## src/rtl/snake_pkg.sv

```systemverilog
// snake_pkg: shared playfield defaults, coordinate types and food-generator state encoding.
`default_nettype none

package snake_pkg;

  localparam int c_GRID_W_DEFAULT = 32;
  localparam int c_GRID_H_DEFAULT = 24;
  localparam int c_X_W_DEFAULT    = 5;
  localparam int c_Y_W_DEFAULT    = 5;

  typedef logic [c_X_W_DEFAULT-1:0] cell_x_t;
  typedef logic [c_Y_W_DEFAULT-1:0] cell_y_t;

  typedef enum logic [2:0] {
    ST_IDLE       = 3'd0,
    ST_DRAW       = 3'd1,
    ST_CHECK      = 3'd2,
    ST_SCAN       = 3'd3,
    ST_SCAN_CHECK = 3'd4,
    ST_FINISH     = 3'd5
  } food_gen_state_t;

endpackage

`default_nettype wire

```

## src/rtl/food_generator_grid_cursor.sv

```systemverilog
// grid_cursor: x/y raster cursor over the playfield with wrap-around, load-at-next-cell and
// a flag marking the last not-yet-visited cell of a full sweep.
`default_nettype none

module grid_cursor #(
  parameter int GRID_W = 32,
  parameter int GRID_H = 24,
  parameter int X_W    = 5,
  parameter int Y_W    = 5
) (
  input  logic           clk,
  input  logic           rst,
  input  logic           i_load,
  input  logic [X_W-1:0] i_from_x,
  input  logic [Y_W-1:0] i_from_y,
  input  logic           i_step,
  output logic [X_W-1:0] o_x,
  output logic [Y_W-1:0] o_y,
  output logic           o_last
);

  localparam int                 c_CELLS    = GRID_W * GRID_H;
  localparam int                 c_CNT_W    = $clog2(c_CELLS + 1);
  localparam logic [X_W-1:0]     c_X_MAX    = X_W'(GRID_W - 1);
  localparam logic [Y_W-1:0]     c_Y_MAX    = Y_W'(GRID_H - 1);
  localparam logic [c_CNT_W-1:0] c_CNT_LAST = c_CNT_W'(c_CELLS - 1);

  logic [c_CNT_W-1:0] r_count;
  logic [X_W-1:0]     r_x;
  logic [Y_W-1:0]     r_y;
  logic [X_W-1:0]     w_base_x;
  logic [Y_W-1:0]     w_base_y;
  logic [X_W-1:0]     w_next_x;
  logic [Y_W-1:0]     w_next_y;

  // A load starts the sweep at the cell after the supplied one.
  assign w_base_x = i_load ? i_from_x : r_x;
  assign w_base_y = i_load ? i_from_y : r_y;

  always_comb begin
    w_next_x = w_base_x + 1'b1;
    w_next_y = w_base_y;
    if (w_base_x == c_X_MAX) begin
      w_next_x = '0;
      w_next_y = (w_base_y == c_Y_MAX) ? '0 : w_base_y + 1'b1;
    end
  end

  always_ff @(posedge clk or posedge rst) begin
    if (rst) begin
      r_x     <= '0;
      r_y     <= '0;
      r_count <= '0;
    end else if (i_load) begin
      r_x     <= w_next_x;
      r_y     <= w_next_y;
      r_count <= '0;
    end else if (i_step) begin
      r_x <= w_next_x;
      r_y <= w_next_y;
      if (r_count != c_CNT_LAST) begin
        r_count <= r_count + 1'b1;
      end
    end
  end

  assign o_x    = r_x;
  assign o_y    = r_y;
  assign o_last = (r_count == c_CNT_LAST);

endmodule

`default_nettype wire

```

## src/rtl/food_generator.sv

```systemverilog
// food_generator: draws random candidate cells, checks them against body occupancy and places food.
// Optional FOOD_GEN_SCAN_FALLBACK_EN adds a linear scan of the grid after MAX_TRIES failed draws.
`default_nettype none

module food_generator
  import snake_pkg::*;
#(
  parameter int GRID_W    = c_GRID_W_DEFAULT,
  parameter int GRID_H    = c_GRID_H_DEFAULT,
  parameter int X_W       = c_X_W_DEFAULT,
  parameter int Y_W       = c_Y_W_DEFAULT,
  parameter int RAND_W    = 32,
  parameter int MAX_TRIES = 64
) (
  input  logic              clk,
  input  logic              rst,
  input  logic [RAND_W-1:0] i_random_number,
  input  logic              i_request,
  input  logic              i_occupied,
  output logic [X_W-1:0]    o_query_x,
  output logic [Y_W-1:0]    o_query_y,
  output logic              o_busy,
  output logic              o_done,
  output logic              o_food_valid,
  output logic [X_W-1:0]    o_food_x,
  output logic [Y_W-1:0]    o_food_y,
  output logic              o_grid_full
);

  localparam int                   c_TRIES_W   = $clog2(MAX_TRIES + 1);
  localparam logic [c_TRIES_W-1:0] c_MAX_TRIES = c_TRIES_W'(MAX_TRIES);
  localparam logic [X_W:0]         c_GRID_W_X  = (X_W + 1)'(GRID_W);
  localparam logic [Y_W:0]         c_GRID_H_Y  = (Y_W + 1)'(GRID_H);

  food_gen_state_t      r_state;
  logic [c_TRIES_W-1:0] r_tries;
  logic [c_TRIES_W-1:0] w_tries_inc;
  logic                 w_exhaust;
  logic [X_W-1:0]       w_cand_x;
  logic [Y_W-1:0]       w_cand_y;
  logic                 w_in_range;
  logic                 w_unused_rand;

  assign w_cand_x      = i_random_number[X_W-1:0];
  assign w_cand_y      = i_random_number[X_W+Y_W-1:X_W];
  // Out-of-range draws are discarded rather than folded, keeping the cell distribution uniform.
  assign w_in_range    = ({1'b0, w_cand_x} < c_GRID_W_X) && ({1'b0, w_cand_y} < c_GRID_H_Y);
  assign w_tries_inc   = r_tries + 1'b1;
  assign w_exhaust     = (w_tries_inc == c_MAX_TRIES);
  assign w_unused_rand = ^i_random_number;

`ifdef FOOD_GEN_SCAN_FALLBACK_EN
  logic [X_W-1:0] w_cur_x;
  logic [Y_W-1:0] w_cur_y;
  logic           w_cur_last;
  logic           w_cur_load;
  logic           w_cur_step;

  assign w_cur_load = w_exhaust && (((r_state == ST_DRAW) && !w_in_range) ||
                                    ((r_state == ST_CHECK) && i_occupied));
  assign w_cur_step = (r_state == ST_SCAN_CHECK) && i_occupied && !w_cur_last;

  grid_cursor #(
    .GRID_W (GRID_W),
    .GRID_H (GRID_H),
    .X_W    (X_W),
    .Y_W    (Y_W)
  ) u_grid_cursor (
    .clk      (clk),
    .rst      (rst),
    .i_load   (w_cur_load),
    .i_from_x (o_query_x),
    .i_from_y (o_query_y),
    .i_step   (w_cur_step),
    .o_x      (w_cur_x),
    .o_y      (w_cur_y),
    .o_last   (w_cur_last)
  );
`endif

  always_ff @(posedge clk or posedge rst) begin
    if (rst) begin
      r_state      <= ST_IDLE;
      r_tries      <= '0;
      o_query_x    <= '0;
      o_query_y    <= '0;
      o_busy       <= 1'b0;
      o_done       <= 1'b0;
      o_food_valid <= 1'b0;
      o_food_x     <= '0;
      o_food_y     <= '0;
      o_grid_full  <= 1'b0;
    end else begin
      o_done <= 1'b0;
      case (r_state)
        ST_IDLE: begin
          if (i_request) begin
            o_food_valid <= 1'b0;
            o_grid_full  <= 1'b0;
            r_tries      <= '0;
            o_busy       <= 1'b1;
            r_state      <= ST_DRAW;
          end
        end
        ST_DRAW: begin
          if (w_in_range) begin
            o_query_x <= w_cand_x;
            o_query_y <= w_cand_y;
            r_state   <= ST_CHECK;
          end else begin
            r_tries <= w_tries_inc;
            if (w_exhaust) begin
`ifdef FOOD_GEN_SCAN_FALLBACK_EN
              r_state <= ST_SCAN;
`else
              o_busy  <= 1'b0;
              o_done  <= 1'b1;
              r_state <= ST_FINISH;
`endif
            end
          end
        end
        ST_CHECK: begin
          if (!i_occupied) begin
            o_food_x     <= o_query_x;
            o_food_y     <= o_query_y;
            o_food_valid <= 1'b1;
            o_busy       <= 1'b0;
            o_done       <= 1'b1;
            r_state      <= ST_FINISH;
          end else begin
            r_tries <= w_tries_inc;
            if (w_exhaust) begin
`ifdef FOOD_GEN_SCAN_FALLBACK_EN
              r_state <= ST_SCAN;
`else
              o_busy  <= 1'b0;
              o_done  <= 1'b1;
              r_state <= ST_FINISH;
`endif
            end else begin
              r_state <= ST_DRAW;
            end
          end
        end
`ifdef FOOD_GEN_SCAN_FALLBACK_EN
        ST_SCAN: begin
          o_query_x <= w_cur_x;
          o_query_y <= w_cur_y;
          r_state   <= ST_SCAN_CHECK;
        end
        ST_SCAN_CHECK: begin
          if (!i_occupied) begin
            o_food_x     <= o_query_x;
            o_food_y     <= o_query_y;
            o_food_valid <= 1'b1;
            o_busy       <= 1'b0;
            o_done       <= 1'b1;
            r_state      <= ST_FINISH;
          end else if (w_cur_last) begin
            o_grid_full <= 1'b1;
            o_busy      <= 1'b0;
            o_done      <= 1'b1;
            r_state     <= ST_FINISH;
          end else begin
            r_state <= ST_SCAN;
          end
        end
`endif
        ST_FINISH: begin
          r_state <= ST_IDLE;
        end
        default: begin
          o_busy  <= 1'b0;
          r_state <= ST_IDLE;
        end
      endcase
    end
  end

endmodule

`default_nettype wire
```

## config.mk

```make
export PLATFORM = sky130hd
export DESIGN_NAME = food_generator
export DESIGN_NICKNAME = d
export VERILOG_FILES = /design/src/rtl/snake_pkg.sv /design/src/rtl/food_generator_grid_cursor.sv /design/src/rtl/food_generator.sv
export SDC_FILE = /design/constraint.sdc
export NUM_CORES = 1
export LEC_CHECK = 0
export CAP_MARGIN = 25
export CORE_MARGIN = 1.5
export CORE_UTILIZATION = 32
export CTS_BUF_LIST = sky130_fd_sc_hd__clkbuf_8
export DETAILED_ROUTE_END_ITERATION = 10
export GPL_ROUTABILITY_DRIVEN = 0
export PLACE_DENSITY = 0.6
export SLEW_MARGIN = 15
export SYNTH_ARGS = -nofsm -noshare
export SYNTH_HDL_FRONTEND = slang
export SYNTH_HIERARCHICAL = 1
export SYNTH_SLANG_ARGS = --single-unit
```

## constraint.sdc

```tcl
create_clock -name clk -period 1.6 [get_ports clk]
set_input_delay 0.24 -clock clk [delete_from_list [all_inputs] [get_ports clk]]
set_output_delay 0.24 -clock clk [all_outputs]
set_load 0.02 [all_outputs]
```

==> results.cfg <==
[outcome]
status = complete, no violations

[worst_setup_path]
crit_cells = 5
cp-startpoint = r_state[1]
startpoint_type = register
cp_top_family = compound AO/OA/AOI/OAI gates
r2r_start = r_state[1]
cp_num_buf_inv = 1
critPathRequiredTime_ns = 1.79
cp_max_fo = 8
worstPathArrival_ns = 1.74
cp-end-kind = register
worstRegToRegCells = 5
r2r_setup_slack_ns = 0.05
crit_type = reg -> reg
cp_cell_sequence = buf_6 -> mux2i_1 -> o21a_4 -> or2_4 -> o32ai_2
r2r_end = r_tries[5]
crit_slowest_cell = dfrtp_1
cpPeakStageDelay_ns = 0.41

[final_layout]
finalNonFillerCells = 253
multi_input_area_um2 = 724
syn_to_final_growth_pct = 39.6
regArea_um2 = 827
final_core_util_pct = 46.9
final_area_um2 = 2240
nFillCells = 440
drive_gt1_share_pct = 26.3
antenna_cells = 0
nNetsFinal = 222

[min_path]
hold_class = in -> async

[die]
rows = 25
dieHeight_um = 73.9
start_util_pct = 33.6
die_w_um = 73.9
core_area_um2 = 4790
io_pins = 60
die-area_um2 = 5450

[route]
routedWlPerCell_um = 13.6
via_count = 1243
drt_first_pass_iters = 4
drc = 0
drtIter0Drc = 59
routed_wl_um = 3440
via_per_inst = 4.91
antenna_left = 0

[synth]
synthArstFlopShare_pct = 100
synth_cells = 136
yosys_warnings = 6
avgSynthCellArea_um2 = 11.8
synth_seq_cells = 33
synth_enable_flop_cells = 0
synth_area_um2 = 1610
syn-num-nets = 173
ys_seq_area_share_pct = 51.4
ys_types = 39
synth_top_flop_cell = dfrtp_1

[power_and_ir_drop]
leakage_nw = 1.02
peakVddDrop_mv = 1.03
total_power_mw = 4.47
power_density_nw_per_um2 = 1990

[global_routing]
antenna_found_initial = 0
grt_pass1_vias = 1311
grt.total_usage_pct = 14.4
grt_max_degree = 34
grt_pass1_wl_um = 6020
grt_remaining_overflow = 0

[timing]
holdWs_ns = 0.345
setup_slack_ns = 0.0453
fmax_ghz = 0.643
rsz0062_at_grt = no
tns_ns = 0
finalSetupViolCount = 0
hold_viol_final = 0
fin_crit_ns = 1.55
post-route-period-util_pct = 97.2
final.setup_skew_ns = 0.00421
final_max_slew_viol_count = 0

[clock_network]
clk_latency_ns = 0.28
cts_tree = done
htreeDepth = 2
cts_num_sinks = 33
root_buffer = clkbuf_8
cts_hold_buf = 0
cts_buffers = 5
clk_pin_slew_ns = 0.07
clk_path_buf_depth = 2

[placed_design]
placed_cells = 245
hpwl_um = 2460
portBuffers = 36
placed_area_um2 = 2110
pre_cts_ws_ns = -0.189

[job]
cap_violations = 0
[sequential cells by signal, indices dropped and copies added, names as in the netlist]
name	flops
r_state	3
o_food_valid	1
o_food_y	5
o_busy	1
o_query_x	5
r_tries	7
o_query_y	5
o_done	1
o_food_x	5
[cells by family (layout without fill, tap and decap cells)]
family / count (synthesis) / in the layout / share of synthesized area [%]
AOI/OAI and AO/OA: 31 / 31 / 13.4
muxes: 19 / 19 / 15.1
other: 1 / 1 / 0.233
buffers and inverters: 10 / 60 / 4.13
adders and majority gates: 1 / 1 / 0.779
and+or+nand+nor: 41 / 41 / 15.0
DFF: 33 / 33 / 51.4
[worst register-to-register path: stages, from the launching register on]
cell and delay (ns):
dfrtp_1 0.41, buf_6 0.15, mux2i_1 0.14, o21a_4 0.26
or2_4 0.24, o32ai_2 0.26
[how the worst max path moves through the flow]
stage | endpoint | slack (ns)
2_1_floorplan | o_food_x[0] | 0.12
3_3_place_gp | r_tries[5] | -0.11
3_5_place_dp | r_tries[5] | -0.19
4_1_cts | o_busy | 0.02
5_1_grt | r_tries[5] | 0.004
6_report | r_tries[5] | 0.05
[metal layers]
layer | wire, um | GRT usage [%] | part of all wire [%]
met4 | 49 | 6.17 | 1.4
met2 | 1770 | 24.4 | 52
met3 | 173 | 4.53 | 5.0
met1 | 1440 | 16.8 | 42
met5 | 0 | 0 | 0
[layout make-up]
type                            instances  area share, %
Sequential cell                        33           36.9
Tap cell                               67           3.74
Clock inverter                          2           1.67
Inverter                                3          0.502
Clock buffer                            6           3.68
Timing Repair Buffer                   49           21.2
Multi-Input combinational cell         93           32.3
[cells in the mapped netlist, types with 3 or more instances]
| library cell | n | area, um2 |
|---|---|---|
| a211o_1 | 3 | 26.3 |
| a211oi_1 | 3 | 22.5 |
| a21oi_1 | 6 | 30.0 |
| buf_4 | 3 | 22.5 |
| dfrtp_1 | 33 | 826 |
| inv_1 | 3 | 11.3 |
| mux2_2 | 10 | 113 |
| mux2_4 | 8 | 120 |
| nand2_1 | 7 | 26.3 |
| nand2b_1 | 3 | 18.8 |
| nand3_1 | 4 | 20.0 |
| nor2_1 | 11 | 41.3 |
| nor3_1 | 4 | 20.0 |
| o21ai_0 | 8 | 40.0 |
[power breakdown]
| part | switching (mW) | total [mW] | internal [mW] |
|---|---|---|---|
| combinational | 0.985 | 2.19 | 1.21 |
| clock | 0.322 | 0.828 | 0.506 |
| sequential | 0.272 | 1.45 | 1.17 |
[what timing repair did]
item / 4_1_cts / 5_1_grt
pin swaps: 0 / 1
gates resized for setup: 1 / 5
setup endpoints to repair: 1 / 3
setup buffers: 0 / 0
[cells in the final DEF (no fill, tap or decap), drive strengths merged, types with 5 or more instances in the layout]
cell and n:
a21oi 6, buf 13, clkbuf 6, clkdlybuf4s50 35, dfrtp 33, mux2 18
nand2 7, nand2b 5, nor2 11, nor3 5, o21ai 8
Power figures use the tool's default switching activity.
==> edit: new RTL, config.mk and constraints unchanged <==
Change the package constant `c_GRID_W_DEFAULT` from 32 to 40.
--- a/src/rtl/snake_pkg.sv
+++ b/src/rtl/snake_pkg.sv
@@ -3,7 +3,7 @@
 
 package snake_pkg;
 
-  localparam int c_GRID_W_DEFAULT = 32;
+  localparam int c_GRID_W_DEFAULT = 40;
   localparam int c_GRID_H_DEFAULT = 24;
   localparam int c_X_W_DEFAULT    = 5;
   localparam int c_Y_W_DEFAULT    = 5;
Function: kept (equiv_simple and equiv_induct, registers matched by name and starting in step).
==> edit against the unedited design <==
Cell count is 1.2% higher. Setup slack improved by 0.88 ps. Utilization rose by 0.79 points. First-iteration DRC count down 6.8%. Power rose by 7.8%. Highest routed layer unchanged. Design area up 2.3%. Area after synthesis rose by 0.93%. Clock power grew 13%. Register-to-register slack improved by 50 ps. Sequential cell count unchanged. Routed wire length is 3.0% higher.
==> edit: results <==
set metrics [dict create \
    largest_reg_flops 7 \
    grt_use_total_pct 13.92 \
    fillers 468 \
    cts_made_buffers 5 \
    cpPeakStageDelay_ps 630 \
    synth.distinct_cells 41 \
    dr_total_vias 1295 \
    critical_path.top_delay_family "buffers and inverters" \
    grt_max_degree 34 \
    drt_iter0_markers 55 \
    portBuffers 36 \
    grt_pass1_vias 1229 \
    worstSkewPairLatency_ps 280 \
    synthTopCellsByCount "dfrtp_1, mux2_2, nor2_1, mux2_4, o21ai_0" \
    htreeDepth 2 \
    r2r_cells 6 \
    yosys_warnings 6 \
    clkSlewWorstSetupHoldPaths_ps 70 \
    synthArstFlopShare_pct 100.0 \
    top_register "r_tries" \
    rr_startpoint "r_state[1]" \
    synth_nets 175 \
    wl_um 3541 \
    antenna_found_initial 0 \
    diodes 0 \
    synth_ff_type "dfrtp_1" \
    ys_top_cells_by_area "dfrtp_1, mux2_4, mux2_2" \
    vdd_drop_max_mv 1.106 \
    grt_pass1_wl_um 5871 \
    crit_fanout 4 \
    layout.nets 225 \
    clk_path_buf_depth 2 \
    holdCritPathClass "in -> async" \
    r2r_setup_slack_ps 100 \
    yosysSeqAreaShare_pct 50.93 \
    dpl.hpwl_um 2548 \
    dr.pass1.iters 4 \
    hold_slack_ps 333.3 \
    status "finished clean" \
    cpMaxStageDelayCell "clkdlybuf4s50_1" \
    drive_gt1_share_pct 27.51 \
    r2r-end "r_tries[6]" \
    clock_skew_ps 5.801 \
    cts-root-buf "clkbuf_8" \
    leakage_nw 1.010 \
]
[edit: worst max-delay path by stage]
stage / from / end / slack [ps] / cells after the start
6_report: o_busy / o_busy / 50 / 1
3_3_place_gp: i_random_number[8] / r_tries[5] / -160 / 5
4_1_cts: r_state[1] / r_tries[6] / 30 / 6
3_5_place_dp: i_random_number[8] / r_tries[6] / -170 / 6
5_1_grt: r_state[1] / r_tries[5] / 2 / 5
2_1_floorplan: r_state[0] / o_food_x[0] / 100 / 5
[edit: layout make-up]
class | instances | area share, %
clock buffers | 5 | 2.997
multi-input cells | 91 | 32.04
flip-flops and latches | 33 | 36.02
clock inverters | 3 | 2.834
inverters | 5 | 0.8174
well taps | 67 | 3.651
repair buffers | 52 | 21.63
[edit: what timing repair did]
item | CTS | global route
gates cloned | 0 | 0
setup endpoints to repair | 1 | 7
gates resized for setup | 1 | 7
pin swaps | 0 | 1
buffers inserted | 0 | 1
[edit: worst register-to-register path, delay by kind of cell (launching register included)]
| kind | cells | cell delay [ps] |
|---|---|---|
| AOI/OAI and AO/OA | 3 | 500 |
| buffers and inverters | 2 | 310 |
| DFF | 1 | 430 |
| muxes | 1 | 140 |
[edit: cells by family after synthesis]
| family | Yosys count | synth area share, % |
|---|---|---|
| compound gates | 30 | 13.04 |
| fa+ha+maj | 1 | 0.7715 |
| mux | 19 | 14.97 |
| xor+xnor | 1 | 1.003 |
| other cells | 1 | 0.2313 |
| simple gates | 39 | 13.89 |
| buf+inv | 14 | 5.170 |
| flops | 33 | 50.93 |
[edit: where the power goes]
group	switching (W)	internal, W	leakage [nW]
combinational	0.00112	0.00128	0.531
sequential	0.000287	0.00119	0.410
clock	0.000315	0.000619	0.0681
[edit: through the flow]
step	cell area [µm²]	power [W]	instances	utilization (%)	setup WS (ps)
6_report	2296	0.004816	256	47.66	46.14
5_1_grt	2296	0.005093	256	47.66	2.001
4_1_cts	2271	0.004811	255	47.14	27.94
3_5_place_dp	2126	0.003807	247	44.13	-175.0
3_3_place_gp	2126	0.003760	247	44.13	-164.3
2_1_floorplan	1622	0.002854	138	-	100.9
[edit: layer usage]
metal / vias to the layer above / track usage [%] / share of wire (%)
li1: 596 / - / -
met1: 644 / 17.75 / 43
met2: 48 / 22.22 / 49
met3: 7 / 4.743 / 6.6
met4: 0 / 4.527 / 1.8
met5: - / 0 / 0
